File: src/rtl/mult_add_arbiter.sv
// Round-robin front end that shares one mult_add datapath among N_REQ requesters.
// An in-order tag FIFO routes each returning result back to the requester that issued it.
module mult_add_arbiter #(
  parameter int N_REQ = 4,
  parameter int W_IN  = 8,
  parameter int W_OUT = 16,
  parameter int DEPTH = 4
) (
  input  logic                    clk,
  input  logic                    rst_n,
  input  logic [N_REQ-1:0]        req_val,
  input  logic [N_REQ*W_IN-1:0]   req_a,
  input  logic [N_REQ*W_IN-1:0]   req_b,
  input  logic [N_REQ*W_IN-1:0]   req_c,
  output logic [N_REQ-1:0]        req_rdy,
  output logic [W_IN-1:0]         mac_a,
  output logic [W_IN-1:0]         mac_b,
  output logic [W_IN-1:0]         mac_c,
  output logic                    mac_val_in,
  input  logic [W_OUT-1:0]        mac_s,
  input  logic                    mac_rdy_out,
  output logic [N_REQ-1:0]        res_val,
  output logic [W_OUT-1:0]        res_s,
  output logic                    busy,
  output logic                    err_orphan
);
  localparam int TW = $clog2(N_REQ);
  localparam int PW = (DEPTH > 1) ? $clog2(DEPTH) : 1;
  localparam int CW = $clog2(DEPTH + 1);

  logic [TW-1:0]    ptr_q, ptr_d;
  logic [CW-1:0]    count_q, count_d;
  logic [PW-1:0]    wr_ptr_q, wr_ptr_d;
  logic [PW-1:0]    rd_ptr_q, rd_ptr_d;
  logic [TW-1:0]    tag_mem [DEPTH];
  logic [W_IN-1:0]  mac_a_q, mac_a_d;
  logic [W_IN-1:0]  mac_b_q, mac_b_d;
  logic [W_IN-1:0]  mac_c_q, mac_c_d;
  logic             mac_val_in_q, mac_val_in_d;
  logic [N_REQ-1:0] res_val_q, res_val_d;
  logic [W_OUT-1:0] res_s_q, res_s_d;
  logic             err_orphan_q, err_orphan_d;

  logic             issue_ok;
  logic             found;
  logic             pop;
  logic [TW-1:0]    cand;
  logic [TW-1:0]    grant_idx;
  logic [N_REQ-1:0] grant;

  // Grant scan starts at ptr; holding reset also suppresses any grant.
  // NOTE: every signal written here gets a default first, so no latch is inferred.
  always_comb begin
    issue_ok  = rst_n && (count_q < CW'(DEPTH));
    found     = 1'b0;
    cand      = '0;
    grant_idx = '0;
    grant     = '0;
    for (int k = 0; k < N_REQ; k++) begin
      cand = TW'((int'(ptr_q) + k) % N_REQ);
      if (issue_ok && !found && req_val[cand]) begin
        found     = 1'b1;
        grant_idx = cand;
      end
    end
    if (found) grant[grant_idx] = 1'b1;
  end

  assign pop = mac_rdy_out && (count_q != '0);

  always_comb begin
    ptr_d        = ptr_q;
    wr_ptr_d     = wr_ptr_q;
    rd_ptr_d     = rd_ptr_q;
    count_d      = count_q;
    mac_a_d      = mac_a_q;
    mac_b_d      = mac_b_q;
    mac_c_d      = mac_c_q;
    mac_val_in_d = found;
    res_val_d    = '0;
    res_s_d      = res_s_q;
    err_orphan_d = err_orphan_q | (mac_rdy_out && (count_q == '0));

    if (found) begin
      for (int k = 0; k < N_REQ; k++) begin
        if (grant_idx == TW'(k)) begin
          mac_a_d = req_a[k*W_IN +: W_IN];
          mac_b_d = req_b[k*W_IN +: W_IN];
          mac_c_d = req_c[k*W_IN +: W_IN];
        end
      end
      ptr_d    = (grant_idx == TW'(N_REQ - 1)) ? '0 : grant_idx + 1'b1;
      wr_ptr_d = (wr_ptr_q == PW'(DEPTH - 1)) ? '0 : wr_ptr_q + 1'b1;
    end

    if (pop) begin
      res_val_d[tag_mem[rd_ptr_q]] = 1'b1;
      res_s_d  = mac_s;
      rd_ptr_d = (rd_ptr_q == PW'(DEPTH - 1)) ? '0 : rd_ptr_q + 1'b1;
    end

    case ({found, pop})
      2'b10:   count_d = count_q + 1'b1;
      2'b01:   count_d = count_q - 1'b1;
      default: count_d = count_q;
    endcase
  end

  // NOTE: sequential state uses non-blocking assignments so every flop samples pre-edge values.
  always_ff @(posedge clk or negedge rst_n) begin
    if (!rst_n) begin
      ptr_q        <= '0;
      wr_ptr_q     <= '0;
      rd_ptr_q     <= '0;
      count_q      <= '0;
      mac_a_q      <= '0;
      mac_b_q      <= '0;
      mac_c_q      <= '0;
      mac_val_in_q <= 1'b0;
      res_val_q    <= '0;
      res_s_q      <= '0;
      err_orphan_q <= 1'b0;
    end else begin
      ptr_q        <= ptr_d;
      wr_ptr_q     <= wr_ptr_d;
      rd_ptr_q     <= rd_ptr_d;
      count_q      <= count_d;
      mac_a_q      <= mac_a_d;
      mac_b_q      <= mac_b_d;
      mac_c_q      <= mac_c_d;
      mac_val_in_q <= mac_val_in_d;
      res_val_q    <= res_val_d;
      res_s_q      <= res_s_d;
      err_orphan_q <= err_orphan_d;
    end
  end

  // NOTE: tag storage has no reset; an entry is only read after being written, as count_q guards it.
  always_ff @(posedge clk) begin
    if (found) tag_mem[wr_ptr_q] <= grant_idx;
  end

  assign req_rdy    = grant;
  assign mac_a      = mac_a_q;
  assign mac_b      = mac_b_q;
  assign mac_c      = mac_c_q;
  assign mac_val_in = mac_val_in_q;
  assign res_val    = res_val_q;
  assign res_s      = res_s_q;
  assign busy       = (count_q != '0);
  assign err_orphan = err_orphan_q;

endmodule

File: config.mk
export PLATFORM = sky130hd
export DESIGN_NAME = mult_add_arbiter
export DESIGN_NICKNAME = d
export VERILOG_FILES = /design/src/rtl/mult_add_arbiter.sv
export SDC_FILE = /design/constraint.sdc
export NUM_CORES = 1
export LEC_CHECK = 0
export ABC_AREA = 0
export BUFFER_PORTS_ARGS = -buffer_cell sky130_fd_sc_hd__buf_2
export CAP_MARGIN = 20
export CORE_MARGIN = 3
export CORE_UTILIZATION = 42
export DETAILED_ROUTE_END_ITERATION = 6
export PLACE_DENSITY = 0.84
export SLEW_MARGIN = 25
export SYNTH_ARGS = -nofsm -noshare
export SYNTH_HDL_FRONTEND = slang
export SYNTH_SLANG_ARGS = --single-unit
File: constraint.sdc
create_clock -name clk -period 2.6 [get_ports clk]
set_input_delay 0.26 -clock clk [delete_from_list [all_inputs] [get_ports clk]]
set_output_delay 0.26 -clock clk [all_outputs]
set_load 0.03 [all_outputs]
==> run_results.csv, run 1 <==
group,metric,value,unit
logic_synthesis,ys_warn_count,0,
worst_setup_path,crit_chain,"o211ai_1 -> nand3_1 -> o41a_1 -> ha_2 -> buf_12 -> and2_4 -> buf_6",
pwr,p_sw_share,43.8,%
flow_run,maxCapViolCount,0,
detailed_routing,drt_wl_total,9580,um
pwr,pwr-share-comb,53.3,%
timing,rsz0062_at_grt,"true",
placement,globalplace.congestion,0.910,
global_route,grt.total_usage,20.4,%
detailed_routing,first_pass_iters,4,
clock_tree,clock_latency,0.33,ns
floorplanning,num_rows,32,
clock_tree,cts_tree,"yes",
global_route,grt_max_degree,38,
cells_and_area,syn2layout_area_growth,37.9,%
worst_setup_path,crit_type,"flop to primary output",
logic_synthesis,synth-xor-area-share,1.01,%
timing,final-setup-viol-count,0,
timing,worst-slew-pin-transition,0.564,ns
logic_synthesis,synthCells,363,
logic_synthesis,synth_flop_cell,"dfrtp_1",
detailed_routing,postRouteAntennaNets,0,
timing,clock.fmax,390,MHz
floorplanning,pin_count,170,
timing,finalHoldViolations,0,
floorplanning,coreArea,0.00789,mm^2
run_status,status,"finished, final reports clean",
pwr,peakVddDrop,530,uV
logic_synthesis,synth_area,0.00348,mm^2
clock_tree,cts_root_buf,"clkbuf_8",
cells_and_area,layout.nets,672,
worst_setup_path,critPathMaxStageDelay,0.47,ns
detailed_routing,avgRoutedWirePerCell,14.7,um
worst_setup_path,crit_arrival,2.30,ns
global_route,overflow,0,
logic_synthesis,ys_types,42,
logic_synthesis,yosys.area_share.simple,17.0,%
logic_synthesis,synthMuxAreaShare,16.4,%
timing,layout_setup_ws,0.0356,ns
global_route,grt_antenna_before_repair,1,
logic_synthesis,synth.avg_cell_area,9.58,um^2
timing,clock_skew,0.0169,ns
floorplanning,dieArea,0.00941,mm^2
logic_synthesis,synth_fp_nets,493,
global_route,first_global_vias,3416,
logic_synthesis,synth_edf_count,8,
global_route,grt_pass1_wl,15800,um
cells_and_area,utilization,60.8,%
worst_setup_path,crit_fanout,6,
placement,dpl_worst_slack,0.0997,ns
pwr,switchingPower,2.45,mW
clock_tree,ctsLongestPathBuffers,2,
floorplanning,die_w,97.0,um
worst_setup_path,required,2.34,ns
clock_tree,cts_max_level,3,
worst_setup_path,slowest_stage,"o41a_1",
detailed_routing,route.detailed.drc,0,
pwr,p_per_area,1170,mW/mm^2
pwr,intPower,3.15,mW
placement,port-buffer-count,169,
logic_synthesis,synth_seq_cells,63,
hold_path,min_path_type,"input pin to asynchronous set/reset pin",
logic_synthesis,synth-compound-area-share,10.5,%
timing,slew_headroom,62.3,%
pwr,p_clk_share,17.1,%
clock_tree,cts_buffers,9,
detailed_routing,drtIter0Drc,70,
clock_tree,cts.sink_count,63,
logic_synthesis,yosysSeqAreaShare,46.5,%
pwr,leakage,2.33,nW
logic_synthesis,async_flop_share,87.3,%
placement,hpwl,7530,um
timing,period_share,98.6,%
worst_setup_path,start_kind,"flop",
timing,finalCriticalPeriod,2.56,ns
timing,slew_violations,0,
cells_and_area,drive_above_1_share,41.3,%
detailed_routing,viasPerCell,4.98,
logic_synthesis,synthAdderAreaFrac,4.17,%
logic_synthesis,synth_top_family_by_area,"simple AND/OR/NAND/NOR gates",
pwr,seqPwrFrac,29.6,%
detailed_routing,vias,3240,
floorplanning,fp.dieH,97.0,um
worst_setup_path,endpoint_kind,"primary output",
floorplanning,start_util,44.1,%
clock_tree,clkTransAtPathRegs,0.08,ns
==> layout by cell type, fill, tap and decap left out, types with 7 or more instances in the layout <==
| master | Yosys | routed |
|---|---|---|
| a21oi_1 | 25 | 25 |
| nor2_1 | 28 | 28 |
| buf_4 | 3 | 18 |
| buf_2 | 13 | 167 |
| edfxtp_1 | 8 | 8 |
| dfrtp_1 | 55 | 53 |
| inv_1 | 7 | 7 |
| mux2i_1 | 49 | 48 |
| o21ai_0 | 30 | 25 |
| ha_1 | 10 | 8 |
| nand2_1 | 77 | 77 |
| clkbuf_8 | 1 | 9 |
==> what timing repair did <==
item	in CTS	in global routing
hold buffers	1	0
pin swaps	0	8
hold endpoints to repair	24	0
endpoints found under the setup margin	3	10
resized for setup	7	17
setup buffers	3	4
==> final timing paths <==
path,slack [ns],cells past startpoint,endpoint,from
max,0.04,7,req_rdy[1],ptr_q[1]$_DFFE_PN0P_
min,0.006,2,mac_a[2]$_DFFE_PN0P_,rst_n
max reg2reg,0.08,12,mac_a[7]$_DFFE_PN0P_,ptr_q[0]$_DFFE_PN0P_
min reg2reg,0.48,2,res_s[9]$_DFFE_PN0P_,res_s[9]$_DFFE_PN0P_
max in group asynchronous,1.87,3,res_s[2]$_DFFE_PN0P_,rst_n
min in group clk,0.12,3,res_s[7]$_DFFE_PN0P_,mac_s[7]
==> cell families (layout without fill, tap and decap cells) <==
group           Yosys count  count (layout)
flops                    63              63
other cells               0               1
mux                      53              53
fa+ha+maj                11              11
simple gates            135             135
buf+inv                  31             215
compound gates           66              66
xor+xnor                  4               4
==> cell usage after synthesis (2+ instances only) <==
cell type	n	area (um^2)
nand2_1	77	289
dfrtp_1	55	1380
mux2i_1	49	490
o21ai_0	30	150
nor2_1	28	105
a21oi_1	25	125
buf_2	13	65.1
ha_1	10	125
and2_1	8	50.1
edfxtp_1	8	240
inv_1	7	26.3
nand2b_1	5	31.3
clkbuf_1	4	15.0
buf_4	3	22.5
mux4_2	3	67.6
nor2b_1	3	18.8
a21o_1	2	15.0
inv_2	2	7.51
nand2_2	2	12.5
nand3_1	2	10.0
nor3_1	2	10.0
nor3b_1	2	15.0
o211ai_1	2	15.0
xnor2_1	2	17.5
xor2_1	2	17.5
==> flip-flops by register name, indices dropped and copies added (netlist names) <==
name,flops
count_q,3
ptr_q,2
tag_mem,8
res_val,4
err_orphan,1
wr_ptr_q,2
res_s,16
rd_ptr_q,2
mac_a,8
mac_b,8
mac_val_in,1
mac_c,8
==> per-layer routing <==
metal | up-vias | part of all wire, % | global-route usage, %
met3 | 23 | 8.6 | 6.13
met1 | 1477 | 39 | 22.8
met4 | 0 | 2.6 | 7.56
li1 | 1589 | - | -
met2 | 151 | 49 | 36.5
met5 | - | 0 | 0
==> cell type report <==
class                           count  area [um^2]
Fill cell                         677         3090
Clock buffer                       11          174
Clock inverter                      5         60.1
Antenna cell                        1         2.50
Multi-Input combinational cell    269         1740
Sequential cell                    63         1620
Tap cell                          102          128
Inverter                            9         33.8
Timing Repair Buffer              190         1030
==> power groups by stage <==
stage	Clock [mW]	Sequential (mW)	Combinational [mW]
finish	0.957	1.66	2.98
global route	1.03	1.71	3.25
CTS	0.989	1.66	2.89
detailed placement	0	1.67	2.81
global placement	0	1.65	2.71
floorplan	0	2.22	1.48
==> critical path: cells and delay by family (launching register included) <==
kind,cells,cell delay (ns)
compound gates,2,0.73
fa+ha+maj,1,0.23
buf+inv,2,0.26
flops,1,0.46
simple gates,2,0.30
==> metrics by stage <==
step           cells  power [mW]  area [um^2]  TNS [ns]  hold WS (ns)
5_1_grt          650        6.00         4800    -0.464        0.0371
2_1_floorplan    363        3.70         3480         0       -0.0356
3_5_place_dp     625        4.48         4430         0         0.327
6_report         650        5.60         4800         0       0.00552
3_3_place_gp     625        4.36         4430         0         0.316
4_1_cts          645        5.53         4720         0        0.0219
(Power assumes the default switching activity.)
==> run 2: changes to the inputs <==
PLACE_DENSITY = 0.74   (was 0.84)
==> run 2 against run 1 <==
- via count is 0.28% higher
- sequential power hardly changed
- clock power is 8.6% lower
- final cell count is 1.4% higher
- clock skew is 0.0094 ns lower
- fmax is 1.1% lower
- largest cell class unchanged
==> run_results.csv, run 2 (synthesized netlist as in run 1, its figures left out) <==
group,metric,value,unit
timing,period_share,99.7,%
timing,layout_setup_ws,0.00793,ns
pwr,p_per_area,1180,mW/mm^2
detailed_routing,viasPerCell,4.93,
placement,hpwl,6960,um
cells_and_area,most-common-layout-cells,"buf_2, nand2_1, dfrtp_1",
timing,setup_tns,0,ns
cells_and_area,largest_reg_flops,16,
placement,globalplace.congestion,0.864,
worst_setup_path,start_kind,"flop",
cells_and_area,nFillCells,679,
global_route,grt_antenna_before_repair,0,
floorplanning,fp.dieH,97.0,um
hold_path,min_path_type,"input pin to asynchronous set/reset pin",
pwr,switchingPower,2.53,mW
global_route,overflow,0,
floorplanning,start_util,44.1,%
timing,worst-slew-pin-transition,0.685,ns
floorplanning,dieArea,0.00941,mm^2
worst_setup_path,crit_arrival,2.33,ns
floorplanning,coreArea,0.00789,mm^2
clock_tree,cts_buffers,9,
pwr,peakVddDrop,588,uV
timing,clock.fmax,386,MHz
detailed_routing,postRouteAntennaNets,0,
detailed_routing,drt_wl_total,9880,um
pwr,pwr-share-comb,57.0,%
detailed_routing,avgRoutedWirePerCell,15.0,um
global_route,grt_max_degree,56,
floorplanning,pin_count,170,
timing,slew_violations,0,
placement,port-buffer-count,169,
clock_tree,cts.sink_count,63,
detailed_routing,route.detailed.drc,0,
cells_and_area,syn2layout_area_growth,42.9,%
timing,clock_skew,0.00745,ns
worst_setup_path,required,2.34,ns
clock_tree,clkTransAtPathRegs,0.07,ns
timing,whs,0.107,ns
placement,dpl_worst_slack,-0.0151,ns
pwr,leakage,2.41,nW
timing,finalHoldViolations,0,
timing,slew_headroom,54.3,%
cells_and_area,layout.nets,682,
clock_tree,ctsLongestPathBuffers,2,
cells_and_area,drive_above_1_share,42.5,%
clock_tree,hold_buffers,0,
global_route,first_global_vias,3269,
floorplanning,num_rows,32,
global_route,grt.total_usage,20.5,%
run_status,status,"finished, final reports clean",
timing,final-setup-viol-count,0,
clock_tree,cts_max_level,3,
floorplanning,die_w,97.0,um
worst_setup_path,crit_type,"flop to primary output",
pwr,p_clk_share,14.9,%
pwr,seqPwrFrac,28.1,%
pwr,intPower,3.36,mW
flow_run,maxCapViolCount,0,
timing,finalCriticalPeriod,2.59,ns
timing,rsz0062_at_grt,"true",
worst_setup_path,crit_fanout,4,
clock_tree,cts_tree,"yes",
detailed_routing,drtIter0Drc,114,
pwr,total_power,5.89,mW
detailed_routing,first_pass_iters,5,
clock_tree,cts_root_buf,"clkbuf_8",
cells_and_area,final_common_cell,"buf_2",
pwr,p_sw_share,43.0,%
clock_tree,clock_latency,0.33,ns
cells_and_area,n_antenna_cell,0,
detailed_routing,vias,3249,
global_route,grt_pass1_wl,15500,um
worst_setup_path,endpoint_kind,"primary output",
[run 2: power groups by stage]
| stage | sequential [mW] | clock, mW | combinational [mW] |
|---|---|---|---|
| after global routing | 1.71 | 0.949 | 3.65 |
| final | 1.66 | 0.875 | 3.35 |
| after floorplan | 2.22 | 0 | 1.48 |
| after detailed placement | 1.67 | 0 | 2.84 |
| after CTS | 1.66 | 0.898 | 3.07 |
| after global placement | 1.66 | 0 | 2.77 |
[run 2: path summary, 6_finish.rpt]
kind	end	cells after the start	slack [ns]	start
worst max-delay path	req_rdy[2]	9	0.008	ptr_q[1]$_DFFE_PN0P_
worst min-delay path	err_orphan$_DFF_PN0_	2	0.11	rst_n
worst max register to register	mac_a[4]$_DFFE_PN0P_	12	0.13	ptr_q[1]$_DFFE_PN0P_
worst min register to register	err_orphan$_DFF_PN0_	1	0.47	err_orphan$_DFF_PN0_
max in group asynchronous	ptr_q[1]$_DFFE_PN0P_	2	2.00	rst_n
min in group clk	res_s[7]$_DFFE_PN0P_	3	0.13	mac_s[7]
[run 2: stage by stage]
stage	std cells	cell area (um^2)	util (%)
global placement	622	4440	56.3
finish	659	4970	63.0
global route	659	4970	63.0
detailed placement	622	4440	56.3
CTS	644	4760	60.3
floorplan	363	3480	-
[run 2: metal layers]
layer,GRT usage [%],vias to the layer above,part of all wire [%]
li1,-,1609,-
met1,24.7,1455,41
met2,35.2,160,49
met3,4.97,25,7.7
met4,8.21,0,2.5
met5,0,-,0
[run 2: area by class of cell]
cell class,instances,area [um^2],share of cell area [%]
clock inverter,3,40.0,0.806
inverter,9,33.8,0.680
clock buffer,13,169,3.40
tap,102,128,2.57
multi-input combinational,269,1770,35.6
timing repair buffer,200,1210,24.4
sequential,63,1620,32.6
[run 2: worst max-delay path: stages, from the launching register on]
cell and delay, ns:
dfrtp_2 0.41, buf_4 0.14, nand3_1 0.09, o211ai_1 0.14, nand3_1 0.15, o41ai_2 0.41
ha_2 0.31, buf_12 0.12, and2_4 0.13, buf_6 0.12
[run 2: what timing repair did]
action	CTS	global route
setup buffers	4	15
gates resized for setup	9	19
gates cloned	2	1
endpoints found under the setup margin	3	16
pin swaps	1	8
==> run 3: changes to the inputs <==
CORE_MARGIN = not set   (was 3)
SLEW_MARGIN = not set   (was 25)
==> run 3 against run 2 <==
- the run now ends with setup timing left
- non-clock buffer count grew 1
- global-route usage grew 2.6 points
- core utilization grew 0.98 points
- worst hold slack lost 0.0061 ns
- clock skew grew 0.0040 ns
- combinational power grew 2%
- die area shrank 8.1%
- critical path type unchanged
- largest cell class unchanged
- largest power group unchanged
==> run_results.csv, run 3 (synthesized netlist as in run 1, its figures left out) <==
group,metric,value,unit
run_status,status,"finished, violations left",
run_status,violations,"setup timing",
timing,worst-slew-pin-transition,0.700,ns
detailed_routing,viasPerCell,5.05,
worst_setup_path,slowest_stage,"dfrtp_2",
cells_and_area,final_common_cell,"buf_2",
global_route,overflow,0,
pwr,leakage,2.43,nW
clock_tree,cts_root_buf,"clkbuf_8",
floorplanning,fp.dieH,93.0,um
pwr,p_per_area,1190,mW/mm^2
flow_run,maxCapViolCount,0,
timing,finalCriticalPeriod,2.62,ns
placement,hpwl,6690,um
cells_and_area,drive_above_1_share,42.4,%
timing,whs,0.101,ns
clock_tree,cts_buffers,9,
cells_and_area,layout.nets,683,
floorplanning,start_util,44.3,%
worst_setup_path,r2r_cells,12,
worst_setup_path,crit_type,"flop to primary output",
cells_and_area,largest_reg_flops,16,
worst_setup_path,crit_arrival,2.36,ns
placement,port-buffer-count,169,
worst_setup_path,crit_fanout,6,
timing,rsz0062_at_grt,"true",
timing,final-setup-viol-count,2,
placement,globalplace.congestion,0.862,
worst_setup_path,critPathMaxStageDelay,0.45,ns
global_route,first_global_vias,3152,
detailed_routing,postRouteAntennaNets,0,
timing,layout_setup_ws,-0.0173,ns
clock_tree,cts_tree,"yes",
detailed_routing,route.detailed.drc,0,
hold_path,min_path_type,"input pin to asynchronous set/reset pin",
detailed_routing,drtIter0Drc,144,
worst_setup_path,endpoint_kind,"primary output",
placement,dpl_worst_slack,-0.0489,ns
global_route,grt.total_usage,23.1,%
cells_and_area,nFillCells,676,
floorplanning,coreArea,0.00785,mm^2
clock_tree,ctsLongestPathBuffers,2,
detailed_routing,first_pass_iters,4,
clock_tree,clock_latency,0.33,ns
cells_and_area,most-common-layout-cells,"buf_2, nand2_1, dfrtp_1",
detailed_routing,avgRoutedWirePerCell,15.2,um
pwr,peakVddDrop,595,uV
worst_setup_path,crit_path_frequent_cell,"buf_6",
detailed_routing,drt_wl_total,10000,um
clock_tree,cts.sink_count,63,
timing,finalHoldViolations,0,
floorplanning,pin_count,170,
global_route,grt_antenna_before_repair,0,
floorplanning,dieArea,0.00865,mm^2
timing,clock.fmax,382,MHz
clock_tree,clkTransAtPathRegs,0.07,ns
clock_tree,hold_buffers,0,
global_route,grt_pass1_wl,15300,um
cells_and_area,syn2layout_area_growth,44.4,%
cells_and_area,n_antenna_cell,0,
clock_tree,cts_max_level,3,
timing,slew_violations,0,
floorplanning,die_w,93.0,um
worst_setup_path,crit_chain,"buf_6 -> buf_6 -> o211ai_1 -> nand3_1 -> buf_4 -> o41ai_4 -> ha_2 -> buf_12 -> and2_4 -> buf_6",
global_route,grt_max_degree,56,
floorplanning,num_rows,32,
timing,period_share,101,%
worst_setup_path,required,2.34,ns
detailed_routing,vias,3330,
worst_setup_path,start_kind,"flop",
timing,clock_skew,0.0114,ns
timing,slew_headroom,53.3,%
[run 3: cell types whose count changed in the layout (fill, tap and decap cells not counted), moves of 2 or more]
cell      change
buf_6         +5
buf_4         -3
clkbuf_8      -3
buf_12        -2
o21ai_1       -2
[run 3: metal layers]
metal,global-route usage (%),wire length [um]
met5,0,0
met4,8.59,196
met3,5.28,668
met2,39.3,5040
met1,28.6,4100
[run 3: area by class of cell]
class | count | area, um^2 | area share (%)
multi-input combinational | 269 | 1780 | 35.5
timing repair buffer | 201 | 1260 | 25.1
tap | 102 | 128 | 2.54
clock inverter | 5 | 73.8 | 1.47
inverter | 9 | 33.8 | 0.673
clock buffer | 10 | 128 | 2.54
sequential | 63 | 1620 | 32.2
[run 3: worst max-delay path: cells and delay by family (launching register included)]
| family | cells | cell delay (ns) |
|---|---|---|
| flops | 1 | 0.45 |
| buf+inv | 5 | 0.64 |
| simple gates | 2 | 0.26 |
| compound gates | 2 | 0.39 |
| fa+ha+maj | 1 | 0.28 |
[run 3: worst paths after layout]
check | start | end | slack [ns]
setup / recovery | ptr_q[0]$_DFFE_PN0P_ | req_rdy[2] | -0.02
min in group clk | mac_s[14] | res_s[14]$_DFFE_PN0P_ | 0.12
max in group asynchronous | rst_n | mac_a[4]$_DFFE_PN0P_ | 2.01
hold reg to reg | res_s[5]$_DFFE_PN0P_ | res_s[5]$_DFFE_PN0P_ | 0.47
setup reg to reg | ptr_q[0]$_DFFE_PN0P_ | mac_b[5]$_DFFE_PN0P_ | 0.07
hold / removal | rst_n | count_q[2]$_DFFE_PN0P_ | 0.10
[run 3: repair_timing]
item / 4_1_cts / 5_1_grt
gates cloned: 3 / 1
pin swaps: 6 / 15
gates resized for setup: 19 / 17
endpoints found under the setup margin: 9 / 28
setup buffers: 10 / 8
[run 3: power breakdown]
part           internal, mW  switching, mW  leakage (nW)
Combinational          1.47           1.94          1.61
Clock                 0.529          0.360         0.104
Sequential             1.41          0.239         0.718
[run 3: stage by stage]
step	utilization (%)	cells	cell area (um^2)	power (mW)	setup TNS [ns]
floorplan	-	363	3480	3.70	0
detailed placement	56.5	622	4440	4.49	-0.0489
finish	64.0	659	5020	5.95	-0.0228
CTS	62.1	650	4880	5.75	-0.0263
global route	64.0	659	5020	6.33	-1.28
global placement	56.5	622	4440	4.40	0
